### config.mk
export PLATFORM = sky130hd
export DESIGN_NAME = pipe_stage_hs
export DESIGN_NICKNAME = d
export VERILOG_FILES = /design/src/rtl/pipe_stage_hs.sv
export SDC_FILE = /design/constraint.sdc
export NUM_CORES = 1
export LEC_CHECK = 0
export CORE_ASPECT_RATIO = 1.4
export CORE_MARGIN = 2
export CORE_UTILIZATION = 35
export DETAILED_ROUTE_END_ITERATION = 10
export DONT_BUFFER_PORTS = 1
export SLEW_MARGIN = 20
export SYNTH_ARGS = -nofsm -noshare
export SYNTH_HDL_FRONTEND = slang
export SYNTH_SLANG_ARGS = --single-unit
### constraint.sdc
create_clock -name clk_i -period 9 [get_ports clk_i]
set_clock_uncertainty 0.15 [all_clocks]
set_input_delay 0 -clock clk_i [delete_from_list [all_inputs] [get_ports clk_i]]
set_output_delay 0 -clock clk_i [all_outputs]
set_load 0.02 [all_outputs]
### src/rtl/pipe_stage_hs.sv
`default_nettype none
// +----------------------------------------------------------------------------+
// | Module      : pipe_stage_hs                                                |
// | Description : Pipeline stage register with valid/ready handshake, flush,   |
// |               gated control field, optional skid entry and stall counter.  |
// | Revision    : 1.0 - initial release                                        |
// +----------------------------------------------------------------------------+
module pipe_stage_hs #(
  parameter int CTRL_W = 8,
  parameter int DATA_W = 136,
  parameter int SKID   = 1,
  parameter int CNT_W  = 16
) (
  input  logic              clk_i,
  input  logic              rst_i,
  input  logic              valid_i,
  output logic              ready_o,
  input  logic [CTRL_W-1:0] ctrl_i,
  input  logic [DATA_W-1:0] data_i,
  input  logic              flush_i,
  output logic              valid_o,
  input  logic              ready_i,
  output logic [CTRL_W-1:0] ctrl_o,
  output logic [DATA_W-1:0] data_o,
  output logic [CNT_W-1:0]  stall_cnt_o
);

  typedef enum logic [1:0] {
    EMPTY = 2'd0,
    BUSY  = 2'd1,
    FULL  = 2'd2
  } state_t;

  state_t            state;
  logic [CTRL_W-1:0] main_ctrl;
  logic [DATA_W-1:0] main_data;
  logic [CTRL_W-1:0] skid_ctrl;
  logic [DATA_W-1:0] skid_data;
  logic              acc;
  logic              rel;

  assign valid_o = (state != EMPTY);
  assign acc     = valid_i & ready_o;
  assign rel     = valid_o & ready_i;
  assign ctrl_o  = valid_o ? main_ctrl : '0;
  assign data_o  = main_data;

  generate
    if (SKID != 0) begin : g_skid
      logic skid_load;

      // Ready depends on state flops only, breaking the ready_i -> ready_o path.
      assign ready_o   = (state != FULL);
      assign skid_load = ~flush_i & acc & ~rel & (state == BUSY);

      always_ff @(posedge clk_i or posedge rst_i) begin
        if (rst_i) begin
          skid_ctrl <= '0;
          skid_data <= '0;
        end else if (skid_load) begin
          skid_ctrl <= ctrl_i;
          skid_data <= data_i;
        end
      end
    end else begin : g_single
      assign ready_o   = ~valid_o | ready_i;
      assign skid_ctrl = '0;
      assign skid_data = '0;
    end
  endgenerate

  always_ff @(posedge clk_i or posedge rst_i) begin
    if (rst_i) begin
      state     <= EMPTY;
      main_ctrl <= '0;
      main_data <= '0;
    end else if (flush_i) begin
      state <= EMPTY;
    end else begin
      case (state)
        EMPTY: begin
          if (acc) begin
            state     <= BUSY;
            main_ctrl <= ctrl_i;
            main_data <= data_i;
          end
        end
        BUSY: begin
          if (acc && rel) begin
            main_ctrl <= ctrl_i;
            main_data <= data_i;
          end else if (acc) begin
            if (SKID != 0) state <= FULL;
          end else if (rel) begin
            state <= EMPTY;
          end
        end
        FULL: begin
          if (rel) begin
            state     <= BUSY;
            main_ctrl <= skid_ctrl;
            main_data <= skid_data;
          end
        end
        default: state <= EMPTY;
      endcase
    end
  end

  // Saturating; deliberately untouched by flush.
  always_ff @(posedge clk_i or posedge rst_i) begin
    if (rst_i) begin
      stall_cnt_o <= '0;
    end else if (valid_o && !ready_i && (stall_cnt_o != {CNT_W{1'b1}})) begin
      stall_cnt_o <= stall_cnt_o + CNT_W'(1);
    end
  end

endmodule
`default_nettype wire
==> results.ini <==
[clocking]
cts_made_buffers = 31
cts_num_sinks = 306
post_cts_buffers = 0
cts_resized = 0
insertion_delay_ns = 0.55
h-tree-depth = 1
cts_tree = built
cts_buffer_depth = 3
root_buffer = clkbuf_16
clkTransAtPathRegs_ns = 0.06

[finish]
final_area_um2 = 17500
drive_gt1_frac = 0.436
area_growth_pct = 29.3
nets = 1266

[floorplan]
coreArea_um2 = 38300
die-width_um = 170
initial_utilization = 0.354
fp-row-count = 85
dieArea_um2 = 40300
ios = 311
die_height_um = 237

[global_route]
grt.total_usage = 0.151
first_global_vias = 8995
antenna_found_initial = 1
grt_pass1_wl_mm = 49.4
overflow = 0
grt_max_degree = 128

[routing]
vias_per_cell = 4.94
drc = 0
drt_pass1_iterations = 4
drt_iter0_markers = 262
via_count = 7965
wire_per_inst_um = 18.9
drt-met1-wl_mm = 11.8
met2WireLength_mm = 15.5
routed_wirelength_mm = 30.4
ant_nets = 0
routed.top_layer = met4
wl_met3_mm = 2.39

[sta]
tightest_slew_ns = 1.05
setup_violations = 0
drv_slew = 0
rsz0062_at_grt = false
fmax_mhz = 316
worst_slack_ns = 5.83
hold_viol = 0
post-route-period-util = 0.352
setup-tns-final_ns = 0
period_needed_ns = 3.17
relSlewSlack = 0.298

[critical_path]
required_ns = 9.28
cp.depth = 5
end_kind = flop
critPathBufInv = 2
path_delay_family = buffers and inverters
crit_path_max_incr_delay_ns = 0.83
path_max_fanout = 71
cp.arrival_ns = 3.45
crit_chain = nor2b_1, nand3_4, buf_4, mux2_2, dlygate4sd3_1
critPathKind = reg -> reg
startpoint_type = flop
cp_slowest_cell = buf_4
reg2regPathDepth = 5

[pwr]
power.leakage_nw = 7.77
combPwrFrac = 0.188
p_clk_frac = 0.302
cellPowerDensity_nw_per_um2 = 235
power.switching_w = 0.00114
internal_power_w = 0.00297
ir_drop_uv = 208
p_seq_frac = 0.511
switching_share = 0.277

[run_status]
status = finished clean

[synthesis]
synth.distinct_cells = 30
synth_area_per_cell_um2 = 15.6
synthesis.area_um2 = 13600
synth.ff_latch_count = 306
yosysSeqAreaShare = 0.565
syn-num-nets = 1016
ys.warnings.count = 0
synthCells = 866

[min_path]
hold_path.class = in -> async

[placement]
placed_area_um2 = 14000
gp_congestion = 0.706
dpl.hpwl_mm = 18.9
place_ws_ns = 5.57
port_buffers = 0

[flow_run]
drv_cap = 0

## final cells by class
type                            instances  area [um2]
Clock inverter                          5        56.3
Tap cell                              478         598
Sequential cell                       306        7660
Antenna cell                            1        2.50
Inverter                                2        15.0
Fill cell                            3340       20800
Multi-Input combinational cell        511        5640
Timing Repair Buffer                  264        2640
Clock buffer                           46         912
## registers in the layout, indices dropped and copies added, names as in the netlist
register     count
data_o         136
main_ctrl        8
skid_ctrl        8
skid_data      136
stall_cnt_o     16
state            2
## layout by cell type (no fill, tap or decap), types with 2 or more instances in the layout
cell           count
a21oi_1            3
and4_1             2
buf_4              9
clkbuf_1           7
clkbuf_16         31
clkbuf_8           8
clkinv_2           2
dfrtp_1          306
dlygate4sd3_1    254
mux2_2           373
mux2_4            60
nand2_1            6
nand3_1            5
nand4_1            5
nor2_1            13
nor2b_1           10
nor3_1             6
nor4_1             2
xnor2_1            2
xor2_1            11
## layer usage
metal | track usage | vias to the layer above
li1 | - | 3607
met1 | 0.174 | 4084
met2 | 0.266 | 223
met3 | 0.0470 | 51
met4 | 0.0453 | 0
met5 | 0 | -
## timing repair
action	in CTS	in global routing
hold buffers	253	1
endpoints found under the hold margin	431	8
setup endpoints to repair	0	0
## cell families after synthesis
kind of cell / after synthesis / share of synthesized area
muxes: 434 / 0.377
AOI/OAI and AO/OA: 7 / 0.00499
adders and majority gates: 1 / 0.000923
DFF: 306 / 0.565
xor gates and xnor gates: 13 / 0.00840
buffers and inverters: 49 / 0.0211
and+or+nand+nor: 56 / 0.0223
## metrics by stage
stage               utilization  total power, W  hold WS, ns  std cells
floorplan                     -         0.00249      -0.0836        866
global placement          0.365         0.00261      -0.0803       1306
detailed placement        0.365         0.00264      -0.0781       1306
CTS                       0.457         0.00416   0.00000333       1610
global route              0.458         0.00434      0.00342       1613
finish                    0.458         0.00411      0.00295       1613
## worst reg2reg max path, delay by kind of cell, from the launching register on
family,cells,cell delay (ns)
and+or+nand+nor,2,0.48
DFF,1,0.47
muxes,1,0.54
buffers and inverters,2,1.41
## synth_stat cells, drive strengths merged
library cell	count	share of area
o41ai	1	0.0020
xor2	11	0.0071
o21ba	1	0.00074
a21boi	1	0.00055
and2	1	0.00046
nand2b	1	0.00046
nor2b	10	0.0046
inv	2	0.00055
nand3	6	0.0022
nor4bb	1	0.00074
nor4b	1	0.00065
nor2	13	0.0036
mux2i	1	0.00074
a21oi	3	0.0011
buf	46	0.020
nand3b	1	0.00055
clkbuf	1	0.00028
nand2	6	0.0017
nor4	2	0.00092
mux2	433	0.38
and4	2	0.0013
or3b	1	0.00065
xnor2	2	0.0013
nor3	6	0.0022
o21bai	1	0.00055
nand4	5	0.0023
dfrtp	306	0.57
ha	1	0.00092
## final timing paths
kind                            slack, ns              to         start
worst max-delay path                 5.83   skid_data[89]      state[1]
min in group clk_i                   0.02   skid_data[26]    data_i[26]
worst max register to register       5.83   skid_data[89]      state[1]
worst min-delay path                0.003      data_o[22]         rst_i
worst min register to register       0.35    skid_data[5]  skid_data[5]
max in group asynchronous            6.74  stall_cnt_o[5]         rst_i
## power groups by stage
| stage | logic, W | registers [W] | clock network [W] |
|---|---|---|---|
| floorplan | 0.000459 | 0.00204 | 0 |
| global placement | 0.000496 | 0.00211 | 0 |
| detailed placement | 0.000515 | 0.00212 | 0 |
| CTS | 0.000767 | 0.00210 | 0.00129 |
| global route | 0.000840 | 0.00214 | 0.00135 |
| finish | 0.000771 | 0.00210 | 0.00124 |
No activity file was read; power rests on OpenSTA's default activity.
